### config.mk
export PLATFORM = sky130hd
export DESIGN_NAME = ctrl_link_slave_param
export DESIGN_NICKNAME = d
export VERILOG_FILES = /design/src/rtl/ctrl_link_pkg.sv /design/src/rtl/ctrl_link_tx_framer.sv /design/src/rtl/ctrl_link_slave_param.sv
export SDC_FILE = /design/constraint.sdc
export NUM_CORES = 1
export LEC_CHECK = 0
export ABC_AREA = 1
export CAP_MARGIN = 0
export CORE_AREA = 2 2 167 169
export CTS_CLUSTER_DIAMETER = 150
export DETAILED_ROUTE_END_ITERATION = 8
export DIE_AREA = 0 0 169 171
export HOLD_SLACK_MARGIN = 0.03
export PLACE_DENSITY = 0.62
export SLEW_MARGIN = 20
export SYNTH_ARGS = -nofsm -noshare
export SYNTH_HDL_FRONTEND = slang
export SYNTH_SLANG_ARGS = --single-unit
### constraint.sdc
create_clock -name byte_clk -period 1.7 [get_ports byte_clk]
set_input_delay 0.425 -clock byte_clk [delete_from_list [all_inputs] [get_ports byte_clk]]
set_output_delay 0.425 -clock byte_clk [all_outputs]
set_load 0.005 [all_outputs]
### src/rtl/ctrl_link_pkg.sv
// ============================================================================
// Module   : ctrl_link_pkg
// Desc     : Shared constants, receive-state enum and bit indices for the
//            control-link slave (options: CTRL_LINK_CHECKSUM_EN)
// Revision : 1.0 - initial parametrised release
// ============================================================================
`default_nettype none

package ctrl_link_pkg;

  localparam logic [7:0] K_COMMA = 8'hBC;

  typedef enum logic [2:0] {
    HUNT = 3'd0,
    HDR  = 3'd1,
    ADDR = 3'd2,
    DATA = 3'd3,
    CHK  = 3'd4
  } rx_state_t;

  localparam int HDR_STROBE  = 0;
  localparam int HDR_WRITE   = 1;
  localparam int HDR_TAG_LSB = 4;

  localparam int ST_ACK     = 0;
  localparam int ST_TIMEOUT = 1;
  localparam int ST_BUSY    = 2;

endpackage

`default_nettype wire

### src/rtl/ctrl_link_tx_framer.sv
// ============================================================================
// Module   : ctrl_link_tx_framer
// Desc     : Back-to-back response frame generator with per-frame snapshot
//            (options: CTRL_LINK_CHECKSUM_EN appends an XOR checksum byte)
// Revision : 1.0 - initial parametrised release
// ============================================================================
`default_nettype none

module ctrl_link_tx_framer
  import ctrl_link_pkg::*;
#(
  parameter int DATA_BYTES = 4
) (
  input  logic                    byte_clk,
  input  logic                    reset,
  input  logic [7:0]              status,
  input  logic [8*DATA_BYTES-1:0] resp_data,
  output logic [7:0]              tx_byte,
  output logic                    tx_k
);

`ifdef CTRL_LINK_CHECKSUM_EN
  localparam int FRAME_LEN = DATA_BYTES + 3;
`else
  localparam int FRAME_LEN = DATA_BYTES + 2;
`endif
  localparam int PW = $clog2(FRAME_LEN);

  logic [PW-1:0]           r_ptr;
  logic [PW-1:0]           w_ptr_next;
  logic [7:0]              r_status;
  logic [8*DATA_BYTES-1:0] r_resp;
  logic [7:0]              w_chk;
  logic [7:0]              w_byte_next;
  logic                    w_k_next;

  always_comb begin
    w_ptr_next = (r_ptr == PW'(FRAME_LEN - 1)) ? '0 : r_ptr + 1'b1;
    w_chk = r_status;
    for (int i = 0; i < DATA_BYTES; i++) begin
      w_chk = w_chk ^ r_resp[8*i +: 8];
    end
  end

  // r_ptr names the byte currently on tx_byte; the next one is chosen here.
  always_comb begin
    w_byte_next = K_COMMA;
    w_k_next    = 1'b1;
    if (w_ptr_next == PW'(1)) begin
      w_byte_next = r_status;
      w_k_next    = 1'b0;
    end else if (w_ptr_next != '0) begin
      w_byte_next = w_chk;
      w_k_next    = 1'b0;
      for (int i = 0; i < DATA_BYTES; i++) begin
        if (w_ptr_next == PW'(i + 2)) begin
          w_byte_next = r_resp[8*i +: 8];
        end
      end
    end
  end

  always_ff @(posedge byte_clk) begin
    if (reset) begin
      r_ptr    <= '0;
      tx_byte  <= K_COMMA;
      tx_k     <= 1'b1;
      r_status <= '0;
      r_resp   <= '0;
    end else begin
      r_ptr   <= w_ptr_next;
      tx_byte <= w_byte_next;
      tx_k    <= w_k_next;
      if (w_ptr_next == '0) begin
        r_status <= status;
        r_resp   <= resp_data;
      end
    end
  end

endmodule

`default_nettype wire

### src/rtl/ctrl_link_slave_param.sv
// ============================================================================
// Module   : ctrl_link_slave_param
// Desc     : Control-link slave: request frame parser, bus strobe/ack with
//            timeout, tag duplicate suppression, error counting, response tx
//            (options: CTRL_LINK_CHECKSUM_EN)
// Revision : 1.0 - initial parametrised release
// ============================================================================
`default_nettype none

module ctrl_link_slave_param
  import ctrl_link_pkg::*;
#(
  parameter int ADDR_BYTES     = 2,
  parameter int DATA_BYTES     = 4,
  parameter int TIMEOUT_CYCLES = 255
) (
  input  logic                    byte_clk,
  input  logic                    reset,
  input  logic                    link_ok,
  input  logic [7:0]              rx_byte,
  input  logic                    rx_k,
  output logic [7:0]              tx_byte,
  output logic                    tx_k,
  output logic [8*ADDR_BYTES-1:0] address,
  output logic [8*DATA_BYTES-1:0] data_out,
  output logic                    request_is_write,
  output logic                    strobe,
  input  logic                    ack,
  input  logic [8*DATA_BYTES-1:0] data_in,
  output logic                    frame_err,
  output logic [15:0]             err_count
);

  rx_state_t               r_state;
  logic [2:0]              r_cnt;
  logic                    r_hdr_strobe;
  logic                    r_hdr_write;
  logic [3:0]              r_hdr_tag;
  logic [8*ADDR_BYTES-1:0] r_addr_sh;
  logic [8*DATA_BYTES-1:0] r_data_sh;
  logic [3:0]              r_last_tag;
  logic                    r_tag_valid;
  logic                    r_st_ack;
  logic                    r_st_timeout;
  logic                    r_st_busy;
  logic [8*DATA_BYTES-1:0] r_resp;
  logic [15:0]             r_tmo_cnt;
`ifdef CTRL_LINK_CHECKSUM_EN
  logic [7:0]              r_chk;
`endif

  logic                    w_is_comma;
  logic                    w_bad_k;
  logic                    w_last_addr;
  logic                    w_last_data;
  logic                    w_accept;
  logic                    w_chk_err;
  logic                    w_err;
  logic                    w_exec;
  logic                    w_busy;
  logic [8*DATA_BYTES-1:0] w_frame_data;
  logic [7:0]              w_status;

  always_comb begin
    w_is_comma   = rx_k && (rx_byte == K_COMMA);
    w_bad_k      = rx_k && !w_is_comma;
    w_last_addr  = (r_cnt == 3'(ADDR_BYTES - 1));
    w_last_data  = (r_cnt == 3'(DATA_BYTES - 1));
    w_frame_data = r_data_sh;
`ifdef CTRL_LINK_CHECKSUM_EN
    w_chk_err = !rx_k && (r_state == CHK) && (rx_byte != r_chk);
    w_accept  = !rx_k && (r_state == CHK) && (rx_byte == r_chk);
`else
    // Without a checksum the frame completes on the byte still on rx_byte.
    w_chk_err = 1'b0;
    w_accept  = !rx_k && (r_state == DATA) && w_last_data;
    w_frame_data[8*(DATA_BYTES-1) +: 8] = rx_byte;
`endif
    w_err  = link_ok && ((w_is_comma && (r_state != HUNT)) || w_bad_k || w_chk_err);
    w_exec = link_ok && w_accept && r_hdr_strobe && !strobe &&
             !(r_tag_valid && (r_hdr_tag == r_last_tag));
    w_busy = link_ok && w_accept && r_hdr_strobe && strobe;

    w_status          = '0;
    w_status[7:4]     = r_last_tag;
    w_status[ST_ACK]     = r_st_ack;
    w_status[ST_TIMEOUT] = r_st_timeout;
    w_status[ST_BUSY]    = r_st_busy;
  end

  always_ff @(posedge byte_clk) begin
    if (reset) begin
      r_state          <= HUNT;
      r_cnt            <= '0;
      r_hdr_strobe     <= 1'b0;
      r_hdr_write      <= 1'b0;
      r_hdr_tag        <= '0;
      r_addr_sh        <= '0;
      r_data_sh        <= '0;
      r_last_tag       <= '0;
      r_tag_valid      <= 1'b0;
      r_st_ack         <= 1'b0;
      r_st_timeout     <= 1'b0;
      r_st_busy        <= 1'b0;
      r_resp           <= '0;
      r_tmo_cnt        <= '0;
      strobe           <= 1'b0;
      address          <= '0;
      data_out         <= '0;
      request_is_write <= 1'b0;
      frame_err        <= 1'b0;
      err_count        <= '0;
`ifdef CTRL_LINK_CHECKSUM_EN
      r_chk            <= '0;
`endif
    end else begin
      frame_err <= w_err;
      if (w_err && (err_count != 16'hFFFF)) begin
        err_count <= err_count + 16'd1;
      end

      // Ack is tested before the timeout so a coincident ack wins.
      if (strobe) begin
        if (ack) begin
          strobe       <= 1'b0;
          r_resp       <= data_in;
          r_st_ack     <= 1'b1;
          r_st_timeout <= 1'b0;
        end else if (r_tmo_cnt == 16'(TIMEOUT_CYCLES - 1)) begin
          strobe       <= 1'b0;
          r_resp       <= '0;
          r_st_ack     <= 1'b0;
          r_st_timeout <= 1'b1;
        end else begin
          r_tmo_cnt <= r_tmo_cnt + 16'd1;
        end
      end

      if (w_busy) begin
        r_st_busy <= 1'b1;
      end
      if (w_exec) begin
        strobe           <= 1'b1;
        address          <= r_addr_sh;
        data_out         <= w_frame_data;
        request_is_write <= r_hdr_write;
        r_last_tag       <= r_hdr_tag;
        r_tag_valid      <= 1'b1;
        r_tmo_cnt        <= '0;
        r_st_ack         <= 1'b0;
        r_st_timeout     <= 1'b0;
        r_st_busy        <= 1'b0;
      end

      if (!link_ok) begin
        r_state          <= HUNT;
        strobe           <= 1'b0;
        address          <= '0;
        data_out         <= '0;
        request_is_write <= 1'b0;
      end else if (w_is_comma) begin
        r_state <= HDR;
      end else if (rx_k) begin
        r_state <= HUNT;
      end else begin
        case (r_state)
          HUNT: r_state <= HUNT;
          HDR: begin
            r_hdr_strobe <= rx_byte[HDR_STROBE];
            r_hdr_write  <= rx_byte[HDR_WRITE];
            r_hdr_tag    <= rx_byte[HDR_TAG_LSB +: 4];
            r_cnt        <= '0;
            r_state      <= ADDR;
`ifdef CTRL_LINK_CHECKSUM_EN
            r_chk        <= rx_byte;
`endif
          end
          ADDR: begin
            for (int i = 0; i < ADDR_BYTES; i++) begin
              if (r_cnt == 3'(i)) r_addr_sh[8*i +: 8] <= rx_byte;
            end
            r_cnt   <= w_last_addr ? '0 : r_cnt + 3'd1;
            r_state <= w_last_addr ? DATA : ADDR;
`ifdef CTRL_LINK_CHECKSUM_EN
            r_chk   <= r_chk ^ rx_byte;
`endif
          end
          DATA: begin
            for (int i = 0; i < DATA_BYTES; i++) begin
              if (r_cnt == 3'(i)) r_data_sh[8*i +: 8] <= rx_byte;
            end
            r_cnt <= w_last_data ? '0 : r_cnt + 3'd1;
`ifdef CTRL_LINK_CHECKSUM_EN
            r_chk   <= r_chk ^ rx_byte;
            r_state <= w_last_data ? CHK : DATA;
`else
            r_state <= w_last_data ? HUNT : DATA;
`endif
          end
          default: r_state <= HUNT;
        endcase
      end
    end
  end

  ctrl_link_tx_framer #(
    .DATA_BYTES (DATA_BYTES)
  ) u_tx_framer (
    .byte_clk  (byte_clk),
    .reset     (reset),
    .status    (w_status),
    .resp_data (r_resp),
    .tx_byte   (tx_byte),
    .tx_k      (tx_k)
  );

endmodule

`default_nettype wire
### Word-level counts from Yosys, hierarchy flattened

Cells that the tools add are included.

| word-level totals | value |
|---|---|
| output and inout bits | 76 |
| register bits after elaboration | 225 |
| word-level logic and storage cells | 121 |
| input port bits | 45 |

| operators by class | value |
|---|---|
| equal/unequal tests | 16 |
| add/subtract/negate cells | 4 |
| reduce and logical (&&, ||, !) cells | 36 |
| multiplexer cells | 27 |
| bitwise gates (word level) | 9 |

Operator list:

| cell | count |
|---|---|
| $mux W32 | 2 |
| $mux W8 | 6 |
| $add A16 B1 Y16 const B | 2 |
| $xor A8 B8 Y8 | 4 |
| $reduce_and A5 Y1 | 5 |
| $eq A16 B8 Y1 const B | 1 |
| $ne A16 B16 Y1 const B | 1 |
| $logic_and A1 B1 Y1 | 13 |
| $mux W1 | 13 |
| $eq A3 B2 Y1 const B | 4 |
| $eq A3 B3 Y1 const B | 3 |
| $mux W3 | 3 |
| $pmux W3 S3 | 1 |
| $reduce_bool A3 Y1 | 3 |
| $eq A8 B8 Y1 const B | 1 |
| $reduce_and A4 Y1 | 2 |
| $add A3 B1 Y3 const B | 2 |
| $eq A3 B1 Y1 const B | 2 |
| $logic_not A3 Y1 | 2 |
| $pmux W2 S3 | 1 |
| $not A1 Y1 | 5 |
| $eq A2 B2 Y1 const B | 2 |
| $eq A4 B4 Y1 | 1 |
| $logic_not A1 Y1 | 4 |
| other kinds (8) | 9 |

### Logic depth before layout (Yosys ltp)

Gate-level depths: netlist of run 1.

| logic depth | value |
|---|---|
| word-level depth | 10 |
| mapped depth | 13 |
| gate-level depth less buffers | 13 |

### Hierarchy

Synthesis of run 1 repeated with hierarchy kept, for this count alone.

| second synthesis, totals | value |
|---|---|
| cells, all modules | 1378 |
| area, all modules | 10049.6 um^2 |

Modules (own cells, without submodules):

| module | seq. area each (um^2) | cells an instance | times used | area each (um^2) |
|---|---|---|---|---|
| ctrl_link_slave_param | 3483.3 | 979 | 1 | 7409.6 |
| ctrl_link_tx_framer | 1041.0 | 399 | 1 | 2640.0 |

### Worst setup path after synthesis of run 1

Ideal clock, no wire load.

| path | value |
|---|---|
| kind | reg-to-reg |
| from | register r_cnt[0] |
| to | register address[0] |
| buffers on the path | 2 |
| slack | -0.024 ns |
| cell stages (with the launch flop) | 10 |
| clock period less this slack | 1.724 ns |
| library setup time | 0.119 ns |
| data required time | 1.581 ns |
| arrival time | 1.605 ns |
| cell sequence | dfxtp_1 > ha_1 > ha_1 > inv_1 > nor4_4 > nand2_2 > inv_2 > buf_6 > buf_2 > a21oi_1 |

| on the way | value |
|---|---|
| word-level cells in the longest chain between the ends | 6 |

RTL lines:

| what | RTL line | text |
|---|---|---|
| start: declaration | ctrl_link_slave_param.sv:35 | `logic [2:0] r_cnt;` |
| start signal: assignment | ctrl_link_slave_param.sv:182 | `r_cnt <= w_last_addr ? '0 : r_cnt + 3'd1;` |
| start signal: assignment | ctrl_link_slave_param.sv:192 | `r_cnt <= w_last_data ? '0 : r_cnt + 3'd1;` |
| $eq A3 B2 Y1 | - |  |
| $logic_and A1 B1 Y1 | ctrl_link_slave_param.sv:76 | `w_accept = !rx_k && (r_state == DATA) && w_last_data;` |
| $logic_and A1 B1 Y1 (4 in a row) | ctrl_link_slave_param.sv:80 | `w_exec = link_ok && w_accept && r_hdr_strobe && !strobe &&` |
| end signal: assignment | ctrl_link_slave_param.sv:144 | `address <= r_addr_sh;` |
| end: declaration | ctrl_link_slave_param.sv:24 | `output logic [8*ADDR_BYTES-1:0] address,` |

No other way between the ends.
A chain may end at the register's enable or synchronous reset.

### Worst setup path after layout of run 1

| path | value |
|---|---|
| from | register r_cnt[0] |
| to | register data_out[9] |

| on the way | value |
|---|---|
| word-level cells in the longest chain between the ends | 6 |

RTL lines:

| what | RTL line | text |
|---|---|---|
| $eq A3 B2 Y1 | - |  |
| $logic_and A1 B1 Y1 | ctrl_link_slave_param.sv:76 |  |
| $logic_and A1 B1 Y1 (4 in a row) | ctrl_link_slave_param.sv:80 |  |
| end signal: assignment | ctrl_link_slave_param.sv:145 | `data_out <= w_frame_data;` |
| end: declaration | ctrl_link_slave_param.sv:25 | `output logic [8*DATA_BYTES-1:0] data_out,` |

No other way between the ends.

==> results of run 1 <==
## synthesized netlist by cell type, drive strengths merged
library cell	number
dfxtp	225
nand4	8
o211ai	1
o21ai	139
nor4	8
xnor2	22
buf	24
nor3	17
nor3b	2
ha	9
a32o	1
xor2	29
o31ai	1
a211oi	7
nand2	260
nor2	133
o21bai	2
inv	103
clkbuf	37
a21oi	182
nand3b	1
nand3	37
a31oi	1
## sequential cells by signal, summed over array words and instances (netlist names), 7 cells and up
name / flops
u_tx_framer.r_resp: 32
r_addr_sh: 16
address: 16
r_tmo_cnt: 16
err_count: 16
u_tx_framer.tx_byte: 8
r_resp: 32
r_data_sh: 24
u_tx_framer.r_status: 7
data_out: 32
## power breakdown
part | leakage, nW | switching (W) | internal (W) | total [W]
sequential | 1.84 | 0.0000391 | 0.00532 | 0.00536
combinational | 2.95 | 0.000397 | 0.000307 | 0.000703
clock | 0.393 | 0.00213 | 0.00316 | 0.00529
total | 5.18 | 0.00257 | 0.00878 | 0.0113
## cell type report
| class | instances | area, µm² | share of cell area, % |
|---|---|---|---|
| timing repair buffer | 228 | 2282 | 17.71 |
| multi-input combinational | 860 | 4413 | 34.24 |
| sequential | 225 | 4561 | 35.38 |
| clock buffer | 36 | 696.9 | 5.407 |
| tap | 346 | 432.9 | 3.359 |
| clock inverter | 8 | 107.6 | 0.8348 |
| inverter | 103 | 396.6 | 3.077 |
## metal layers
| metal | vias to the layer above | wire [µm] | GRT usage, % |
|---|---|---|---|
| li1 | 4470 | - | - |
| met3 | 38 | 1108 | 2.383 |
| met5 | - | 0 | 0 |
| met1 | 4194 | 12370 | 23.70 |
| met2 | 183 | 12120 | 29.97 |
| met4 | 0 | 514 | 5.091 |
## kinds of logic after synthesis
| family | after synthesis |
|---|---|
| adders and majority gates | 9 |
| and+or+nand+nor | 466 |
| DFF | 225 |
| xor gates and xnor gates | 51 |
| AOI/OAI and AO/OA | 334 |
| buffers and inverters | 164 |
## worst min-delay path by stage
| stage | start | end | slack [ps] | cells after the start |
|---|---|---|---|---|
| floorplan | r_addr_sh[0]$_SDFFE_PP0P_ | address[0]$_SDFFE_PP0P_ | 430 | 2 |
| global placement | r_st_busy$_SDFFE_PP0P_ | r_st_busy$_SDFFE_PP0P_ | 440 | 2 |
| detailed placement | r_addr_sh[13]$_SDFFE_PP0P_ | address[13]$_SDFFE_PP0P_ | 440 | 2 |
| CTS | reset | u_tx_framer.r_ptr[0]$_SDFF_PP0_ | 410 | 3 |
| global route | rx_byte[4] | r_addr_sh[4]$_SDFFE_PP0P_ | 370 | 4 |
| finish | rx_byte[4] | r_addr_sh[4]$_SDFFE_PP0P_ | 360 | 4 |
## critical path: stages, from the launching register on
cell and delay [ps]:
dfxtp_2 350, ha_4 150, ha_4 130, inv_4 40, nor4_4 300, nand2_2 150, clkinv_4 90, buf_12 120
buf_12 120, clkbuf_16 160, nor2_2 40, nor2_1 70
## metrics by stage
stage / TNS [ps] / setup WS, ps / cells
3_5_place_dp: -58400 / -506.5 / 1739
4_1_cts: 0 / 1.200 / 1803
6_report: -3209 / -89.77 / 1806
2_1_floorplan: 0 / 15.10 / 1249
3_3_place_gp: -53860 / -448.5 / 1739
5_1_grt: -9116 / -171.8 / 1806
## timing repair
action | CTS | global route
setup endpoints to repair | 145 | 132
resized for setup | 137 | 83
setup buffers | 15 | 4
cloned | 5 | 3
pin swaps | 4 | 19
==> key figures, run 1 <==
Finish
  • Fraction of layout cells with a size suffix above 1: between 10% and 20%
  • Final instance area: ~13,000 µm²
  • Most common cell after layout, fill and taps aside: nand2_1
  • Most frequent cells in the layout: nand2_1 (249), dfxtp_1 (188), a21oi_1 (174)
  • FILL cells: 2,698
  • Final nets: approximately 1,500
  • Antenna Diode Count: 0
  • Layout area overhead: 36.96%
  • Layout Utilization: a little under half

Synthesis
  • Register area share after synthesis: 47.86%
  • Compound-Gate Fraction of Synth Area: 18.12%
  • Syn_area_per_cell: 7.535 µm²
  • Main combinational cell family by area after synthesis: simple AND/OR/NAND/NOR gates
  • Post-Synthesis Cells: between 1,000 and 1,500
  • Synth Area in Simple Gates: 20.83%
  • Synth Area in XOR/XNOR: 4.746%
  • Synth Net Count: 1,303
  • Synth top area cells: dfxtp_1 (48%), nand2_1 (10%), a21oi_1 (9.7%), o21ai_0 (7.4%), nor2_1 (5.1%)
  • Mapped cell area: roughly 9400 µm²
  • Yosys reg bits: approximately 230
  • Yosys warning count: 0
  • Multiplexer share of the synthesized area: 0%
  • Adder-cell share of the synthesized area: 1.196%
  • Top cell type by total area after synthesis: dfxtp_1
  • Distinct cells, synth: 34
  • Share of the synthesized area in the top cell type: 47.86%

Floorplan
  • # IOs: between 100 and 150
  • FP Rows: 61
  • Full die area: a little under 30,000 µm²
  • Core area: 27,320 µm²
  • Initial Utilization: 34.44%
  • Chip Width: 169 µm
  • Die height: 171 µm

Worst setup path
  • Startpoint types: flip-flop
  • Setup Crit Path Kind: reg -> reg
  • Critical path peak fanout: 6
  • Reg2reg setup slack: -90 ps
  • CP Launch Point: r_cnt[0]$_SDFFE_PP0P_
  • Crit path DAT: 2260 ps
  • R2R cell count: 11
  • Setup crit end kind: flip-flop
  • Critical Path End: data_out[9]$_SDFFE_PP0P_
  • R2R Path Start: r_cnt[0]$_SDFFE_PP0P_
  • CP Data Required Time: around 2200 ps
  • R2r endpoint: data_out[9]$_SDFFE_PP0P_

Detailed routing
  • TritonRoute pass-1 iters: 5
  • Via Count: 8,885
  • Iteration-0 DRC count of the detailed router: 433
  • WL final: 26.11 mm
  • Vias/cell: 4.920
  • ANT nets after route: 0
  • DR DRC count: 0
  • Wire per inst: 14.46 µm

STA
  • Min Tclk post-route: 1790 ps
  • RSZ-0062 raised after global routing: true
  • Worst slew pin tran: 355.7 ps
  • Pins Over Slew Limit: 0
  • Fmax: 558.7 MHz
  • Rel. slew slack: about three quarters
  • Worst hold slack: 356.2 ps
  • Layout Skew: 23.06 ps
  • Setup violators final: 67
  • Final Hold Vio Count: 0
  • Setup slack after layout: -89.77 ps
  • Final period util: 105.3%

Clock network
  • Root buf cell: clkbuf_16
  • Bufs on Longest Clock Path: 3
  • Clock transition at path regs: 60 ps
  • H-tree Lvls: 1
  • Clock latency on the worst-skew pair: roughly 540 ps
  • # hold bufs at CTS: 0
  • Num CTS Buffers: 25
  • TritonCTS clock tree: yes
  • # clock sinks: about 230

Pwr
  • Pleak: a little over 5 nW
  • Pwr/cell area: 880.4 nW/µm²
  • Worst vdd ir: 0.0008374 V
  • Total chip power: 0.01135 W

Place
  • Hpwl dp: roughly 17 mm
  • PortBufs: 120
  • DP Area: 11,540 µm²
  • GP Congestion: 0.9187

Global routing
  • Grt ovf: 0
  • Vias in the first global route: 8,515
  • Global-route wire length before repair: 41.99 mm
  • Initial antenna violation count: 0
  • Largest net degree at the start of global routing: 61
  • Global router's overall resource usage: between 15 and 20%

Hold path
  • Hold Path Class: in -> reg

Run
  • Max cap viols: 0

Outcome
  • Run status: finished, violations left
  • Failing checks: negative setup slack
No activity file was read; power rests on OpenSTA's default activity.
==> inputs of run 2 (changes only) <==
Settings changed: CORE_AREA 2 2 167 169 to 2 2 176 161, DIE_AREA 0 0 169 171 to 0 0 178 163.
==> key figures, run 2 (same netlist as run 1, synthesis figures left out) <==
Outcome
  • Run status: finished, violations left (unchanged)
  • Failing checks: negative setup slack (unchanged)

Hold path
  • Hold Path Class: in -> reg (unchanged)

Pwr
  • Psw: 0.002664 W (was 0.002568 W)
  • Power share of the combinational group: 6.2% (about the same)
  • Sw Share: 22.71% (was 22.63%)
  • Total chip power: 0.01173 W (was 0.01135 W)
  • Clock share of power: 48.1% (was 46.6%)
  • Pwr/cell area: 904.1 nW/µm² (was 880.4 nW/µm²)
  • Power Internal: 0.009069 W (was 0.008781 W)
  • Worst vdd ir: 0.0006926 V (was 0.0008374 V)
  • Pleak: 5.229 nW (was 5.183 nW)
  • Sequential Power Share: 45.7% (was 47.2%)

Detailed routing
  • Iteration-0 DRC count of the detailed router: 513 (was 433)
  • TritonRoute pass-1 iters: 5 (unchanged)
  • DR DRC count: 0 (unchanged)
  • Vias/cell: 4.857 (was 4.920)
  • Wire per inst: 14.69 µm (was 14.46 µm)
  • WL final: 26.82 mm (was 26.11 mm)
  • ANT nets after route: 0 (unchanged)
  • Via Count: 8,868 (was 8,885)

Finish
  • Most frequent cells in the layout: nand2_1 (247), dfxtp_1 (194), a21oi_1 (171) (was nand2_1 (249), dfxtp_1 (188), a21oi_1 (174))
  • Largest regs: data_out (32), r_resp (32), u_tx_framer.r_resp (32) (unchanged)
  • Fraction of layout cells with a size suffix above 1: 18.08% (was 16.78%)
  • Multi-input gate area: 4467 µm² (was 4413 µm²)
  • Final nets: 1,503 (was 1,497)
  • Layout area overhead: 37.89% (was 36.96%)
  • Antenna Diode Count: 0 (unchanged)
  • Most common cell after layout, fill and taps aside: nand2_1 (unchanged)
  • FILL cells: 2,671 (was 2,698)
  • Sequential cell area: 4548 µm² (was 4561 µm²)
  • Final instance area: 12,980 µm² (was 12,890 µm²)

Floorplan
  • Chip Width: 178 µm (was 169 µm)
  • # IOs: 121 (unchanged)
  • FP Rows: 58 (was 61)
  • Core area: 27,360 µm² (was 27,320 µm²)
  • Full die area: 29,010 µm² (was 28,900 µm²)
  • Die height: 163 µm (was 171 µm)
  • Initial Utilization: 34.40% (was 34.44%)

Clock network
  • Clock latency on the worst-skew pair: 530 ps (was 540 ps)
  • TritonCTS clock tree: yes (unchanged)
  • Root buf cell: clkbuf_16 (unchanged)
  • Num CTS Buffers: 26 (was 25)
  • H-tree Lvls: 1 (unchanged)
  • # clock sinks: 225 (unchanged)
  • Bufs on Longest Clock Path: 3 (unchanged)
  • # hold bufs at CTS: 0 (unchanged)
  • Clock transition at path regs: 60 ps (about the same)

STA
  • Fmax: 571.9 MHz (was 558.7 MHz)
  • Final Hold Vio Count: 0 (unchanged)
  • Worst hold slack: 305.8 ps (was 356.2 ps)
  • Layout Skew: 12.99 ps (was 23.06 ps)
  • Min Tclk post-route: 1749 ps (was 1790 ps)
  • Setup slack after layout: -48.66 ps (was -89.77 ps)
  • Rel. slew slack: 74.07% (was 76.07%)
  • RSZ-0062 raised after global routing: true (unchanged)
  • Worst slew pin tran: 385.4 ps (was 355.7 ps)
  • Pins Over Slew Limit: 0 (unchanged)
  • Setup violators final: 36 (was 67)
  • Final period util: 102.9% (was 105.3%)

Global routing
  • Grt ovf: 0 (unchanged)
  • Global router's overall resource usage: 17.70% (was 17.71%)
  • Vias in the first global route: 8,181 (was 8,515)
  • Initial antenna violation count: 0 (unchanged)
  • Global-route wire length before repair: 41.87 mm (was 41.99 mm)
  • Largest net degree at the start of global routing: 61 (unchanged)

Worst setup path
  • Crit-path cells: ha_4 -> ha_4 -> inv_4 -> nor4_4 -> nand2_2 -> clkinv_4 -> buf_12 -> clkbuf_16 -> nand2_2 -> a21oi_2 (was ha_4 -> ha_4 -> inv_4 -> nor4_4 -> nand2_2 -> clkinv_4 -> buf_12 -> buf_12 -> clkbuf_16 -> nor2_2 -> nor2_1)
  • Critical path peak fanout: 5 (was 6)
  • Startpoint types: flip-flop (unchanged)
  • Setup crit end kind: flip-flop (unchanged)
  • CP Data Required Time: 2160 ps (was 2170 ps)
  • Crit path DAT: 2210 ps (was 2260 ps)
  • CP peak stage delay: 350 ps (about the same)
  • Setup Crit Path Kind: reg -> reg (unchanged)
  • Slowest CP cell: dfxtp_2 (unchanged)

Place
  • GP Congestion: 0.8751 (was 0.9187)
  • Hpwl dp: 18.08 mm (was 17.40 mm)
  • PortBufs: 120 (unchanged)
  • DP Area: 11,570 µm² (was 11,540 µm²)
  • Pre-CTS setup slack: -563.7 ps (was -506.5 ps)

Run
  • Max cap viols: 0 (unchanged)
## run 2: changes by cell type in the layout (fill, tap and decap cells not counted), moves of 4 or more
cell | previous run | this run
o21ai_0 | 118 | 106
nor2_2 | 11 | 7
buf_12 | 17 | 11
dfxtp_2 | 33 | 29
buf_4 | 78 | 91
o21ai_2 | 2 | 18
o21ai_1 | 19 | 15
dfxtp_1 | 188 | 194
nor2_1 | 119 | 124
clkbuf_1 | 8 | 3
## run 2: per-stage QoR
step                      utilization, %  setup TNS (ps)  std cells
after floorplan                        -               0       1249
after global placement             42.28          -56660       1763
after detailed placement           42.28          -59060       1763
after CTS                          46.12               0       1820
after global routing               47.43           -6855       1826
final                              47.43          -837.3       1826
## run 2: power groups by stage
stage                     logic [W]  clock network, W  registers [W]
after global placement     0.000714                 0        0.00548
final                      0.000728           0.00565        0.00536
after global routing       0.000809           0.00601        0.00536
after detailed placement   0.000717                 0        0.00548
after CTS                  0.000707           0.00576        0.00536
after floorplan            0.000352                 0        0.00547
## run 2: path summary, 6_finish.rpt
check,slack (ps),cells after the start,to,startpoint
setup / recovery,-50,10,data_out[8]$_SDFFE_PP0P_,r_cnt[0]$_SDFFE_PP0P_
hold / removal,310,3,r_addr_sh[8]$_SDFFE_PP0P_,rx_byte[0]
setup reg to reg,-50,10,data_out[8]$_SDFFE_PP0P_,r_cnt[0]$_SDFFE_PP0P_
hold reg to reg,440,2,address[5]$_SDFFE_PP0P_,r_addr_sh[5]$_SDFFE_PP0P_
## run 2: critical path, delay by kind of cell, from the launching register on
family                     cells  cell delay (ps)
and+or+nand+nor                3              520
AOI/OAI and AO/OA              1              110
DFF                            1              350
adders and majority gates      2              280
buffers and inverters          4              430
## run 2: cell type report
type                    count  share of cell area, %
clock inverters            12                  1.196
clock buffers              33                  5.525
flip-flops and latches    225                  35.05
repair buffers            233                  17.23
inverters                 103                  3.114
multi-input cells         860                  34.42
well taps                 360                  3.471
## run 2: metal layers
metal  share of wire, %  global-route usage [%]
met1                 47                   24.30
met2                 47                   29.09
met3                4.6                   2.848
met4                1.7                   4.173
met5                  0                       0
## run 2: timing repair
action,4_1_cts,5_1_grt
endpoints found under the setup margin,147,122
resized for setup,120,111
hold endpoints to repair,0,0
pin swaps,4,16
cloned,4,6
buffers inserted,8,3
==> inputs of run 3 (changes only) <==
Settings changed: CTS_CLUSTER_SIZE set to 10, GPL_TIMING_DRIVEN set to 0.
==> key figures, run 3 (same netlist as run 1, synthesis figures left out) <==
STA
  • Setup slack after layout: -3.974 ps (was -48.66 ps)
  • Setup violators final: 2 (was 36)
  • Worst hold slack: 403.5 ps (was 305.8 ps)
  • RSZ-0062 raised after global routing: true (unchanged)
  • Layout Skew: 26.01 ps (was 12.99 ps)
  • Min Tclk post-route: 1704 ps (was 1749 ps)
  • Worst slew pin tran: 777.9 ps (was 385.4 ps)
  • Fmax: 586.9 MHz (was 571.9 MHz)
  • Total Neg Setup Slack: -4.649 ps (was -837.3 ps)
  • Pins Over Slew Limit: 0 (unchanged)
  • Final Hold Vio Count: 0 (unchanged)
  • Final period util: 100.2% (was 102.9%)
  • Rel. slew slack: 48.14% (was 74.07%)

Worst setup path
  • Crit-path cells: ha_4 -> ha_4 -> inv_4 -> nor4_4 -> nand2_4 -> inv_8 -> buf_12 -> clkbuf_16 -> nor2_2 -> nor2_1 (was ha_4 -> ha_4 -> inv_4 -> nor4_4 -> nand2_2 -> clkinv_4 -> buf_12 -> clkbuf_16 -> nand2_2 -> a21oi_2)
  • Reg2reg setup slack: -4 ps (was -50 ps)
  • CP peak stage delay: 350 ps (about the same)
  • Worst Path Buf+Inv: 4 (unchanged)
  • Startpoint types: flip-flop (unchanged)
  • Slowest CP cell: dfxtp_2 (unchanged)
  • Setup Crit Path Kind: reg -> reg (unchanged)
  • Critical path peak fanout: 8 (was 5)
  • Crit path top cell by count: ha_4
  • R2r endpoint: data_out[23]$_SDFFE_PP0P_ (was data_out[8]$_SDFFE_PP0P_)
  • Critical Path End: data_out[23]$_SDFFE_PP0P_ (was data_out[8]$_SDFFE_PP0P_)
  • CP Launch Point: r_cnt[0]$_SDFFE_PP0P_ (unchanged)
  • R2R cell count: 10 (unchanged)
  • R2R Path Start: r_cnt[0]$_SDFFE_PP0P_ (unchanged)
  • Crit path DAT: 2180 ps (was 2210 ps)
  • Setup crit end kind: flip-flop (unchanged)
  • CP Data Required Time: 2170 ps (was 2160 ps)
  • WP depth: 10 (unchanged)
  • Worst path top cell family by delay: simple AND/OR/NAND/NOR gates (unchanged)

Detailed routing
  • Wire per inst: 15.77 µm (was 14.69 µm)
  • WL final: 28.38 mm (was 26.82 mm)
  • ANT nets after route: 0 (unchanged)
  • Vias/cell: 4.945 (was 4.857)
  • TritonRoute pass-1 iters: 5 (unchanged)
  • Via Count: 8,896 (was 8,868)
  • Iteration-0 DRC count of the detailed router: 701 (was 513)
  • DR DRC count: 0 (unchanged)

Floorplan
  • Chip Width: 178 µm (unchanged)
  • Initial Utilization: 34.40% (unchanged)
  • Die height: 163 µm (unchanged)
  • # IOs: 121 (unchanged)
  • Full die area: 29,010 µm² (unchanged)
  • FP Rows: 58 (unchanged)
  • Core area: 27,360 µm² (unchanged)

Global routing
  • Vias in the first global route: 8,449 (was 8,181)
  • Global router's overall resource usage: 18.86% (was 17.70%)
  • Initial antenna violation count: 0 (unchanged)
  • Grt ovf: 0 (unchanged)
  • Global-route wire length before repair: 43.64 mm (was 41.87 mm)
  • Largest net degree at the start of global routing: 16 (was 61)

Clock network
  • Bufs on Longest Clock Path: 3 (unchanged)
  • Num CTS Buffers: 26 (unchanged)
  • Clock latency on the worst-skew pair: 540 ps (was 530 ps)
  • # clock sinks: 225 (unchanged)
  • H-tree Lvls: 1 (unchanged)
  • Root buf cell: clkbuf_16 (unchanged)
  • Clock transition at path regs: 60 ps (about the same)
  • TritonCTS clock tree: yes (unchanged)
  • # hold bufs at CTS: 0 (unchanged)

Pwr
  • Worst vdd ir: 0.0005095 V (was 0.0006926 V)
  • Pwr/cell area: 854.6 nW/µm² (was 904.1 nW/µm²)
  • Clock share of power: 43.8% (was 48.1%)
  • Power share of the combinational group: 6.8% (was 6.2%)
  • Psw: 0.002536 W (was 0.002664 W)
  • Total chip power: 0.01083 W (was 0.01173 W)
  • Pleak: 4.931 nW (was 5.229 nW)
  • Power Internal: 0.008290 W (was 0.009069 W)
  • Sequential Power Share: 49.4% (was 45.7%)
  • Sw Share: 23.43% (was 22.71%)

Hold path
  • Hold Path Class: in -> reg (unchanged)

Finish
  • Most frequent cells in the layout: nand2_1 (252), dfxtp_1 (188), a21oi_1 (152) (was nand2_1 (247), dfxtp_1 (194), a21oi_1 (171))
  • Antenna Diode Count: 0 (unchanged)
  • Final nets: 1,493 (was 1,503)
  • Largest regs: data_out (32), r_resp (32), u_tx_framer.r_resp (32) (unchanged)
  • Most common cell after layout, fill and taps aside: nand2_1 (unchanged)
  • Fraction of layout cells with a size suffix above 1: 17.23% (was 18.08%)
  • Layout area overhead: 34.61% (was 37.89%)

Outcome
  • Failing checks: negative setup slack (unchanged)
  • Run status: finished, violations left (unchanged)

Place
  • Hpwl dp: 19.84 mm (was 18.08 mm)
  • PortBufs: 119 (was 120)
  • GP Congestion: 0.9177 (was 0.8751)

Run
  • Max cap viols: 0 (unchanged)
[run 3: cell types whose count changed in the layout (fill, tap and decap cells not counted), moves of 8 or more]
cell,before,now
buf_4,91,40
o21ai_0,106,129
clkbuf_1,3,25
a21oi_1,171,152
a21oi_2,11,29
o21ai_2,18,3
buf_12,11,2
dlygate4sd2_1,73,82
nor2_1,124,115
clkbuf_2,0,8
o21ai_1,15,7
[run 3: worst min-delay path by stage]
stage	start	endpoint	slack, ps	depth (start not counted)
finish	rx_byte[0]	r_addr_sh[8]$_SDFFE_PP0P_	400	3
global route	rx_byte[0]	r_addr_sh[8]$_SDFFE_PP0P_	440	3
CTS	rx_byte[4]	r_addr_sh[12]$_SDFFE_PP0P_	390	3
detailed placement	r_addr_sh[8]$_SDFFE_PP0P_	address[8]$_SDFFE_PP0P_	450	2
global placement	r_addr_sh[1]$_SDFFE_PP0P_	r_addr_sh[1]$_SDFFE_PP0P_	440	2
floorplan	r_addr_sh[0]$_SDFFE_PP0P_	address[0]$_SDFFE_PP0P_	430	2
[run 3: worst register-to-register path, delay by kind of cell (launching register included)]
| kind | cells | cell delay [ps] |
|---|---|---|
| adder cells (fa/ha/maj) | 2 | 280 |
| buffers and inverters | 4 | 500 |
| flip-flops | 1 | 350 |
| AND/OR/NAND/NOR | 4 | 510 |
[run 3: cell type report]
class,instances,area (µm²)
Fill cell,2702,14690
Clock inverter,2,23.77
Tap cell,360,450.4
Sequential cell,225,4571
Clock buffer,26,650.6
Timing Repair Buffer,164,1559
Timing Repair inverter,1,8.758
Buffer,57,375.4
Multi-Input combinational cell,861,4613
Inverter,103,416.7
[run 3: per-stage QoR]
stage / setup slack (ps) / std cells / util, % / cell area [µm²]
6_report: -3.974 / 1799 / 46.30 / 12670
5_1_grt: -70.70 / 1799 / 46.30 / 12670
4_1_cts: -10.16 / 1786 / 44.41 / 12150
3_5_place_dp: -909.1 / 1728 / 40.41 / 11060
3_3_place_gp: -845.2 / 1728 / 40.41 / 11060
2_1_floorplan: 15.10 / 1249 / - / 9414
[run 3: timing repair]
item	CTS	global route
hold endpoints to repair	0	0
gates resized for setup	188	122
gates cloned	6	4
endpoints found under the setup margin	215	135
pin swaps	12	42
buffers inserted	25	13
[run 3: power groups by stage]
stage / combinational [W] / sequential, W / clock (W)
after floorplan: 0.000352 / 0.00547 / 0
after CTS: 0.000682 / 0.00535 / 0.00482
after global placement: 0.000666 / 0.00548 / 0
after global routing: 0.000805 / 0.00535 / 0.00507
final: 0.000733 / 0.00535 / 0.00474
after detailed placement: 0.000667 / 0.00548 / 0
[run 3: routing by layer]
layer | up-vias | global-route usage, % | part of all wire, %
met3 | 44 | 2.194 | 4.8
met2 | 251 | 30.92 | 46
met1 | 4147 | 25.97 | 47
li1 | 4454 | - | -
met5 | - | 0 | 0
met4 | 0 | 5.738 | 2.3
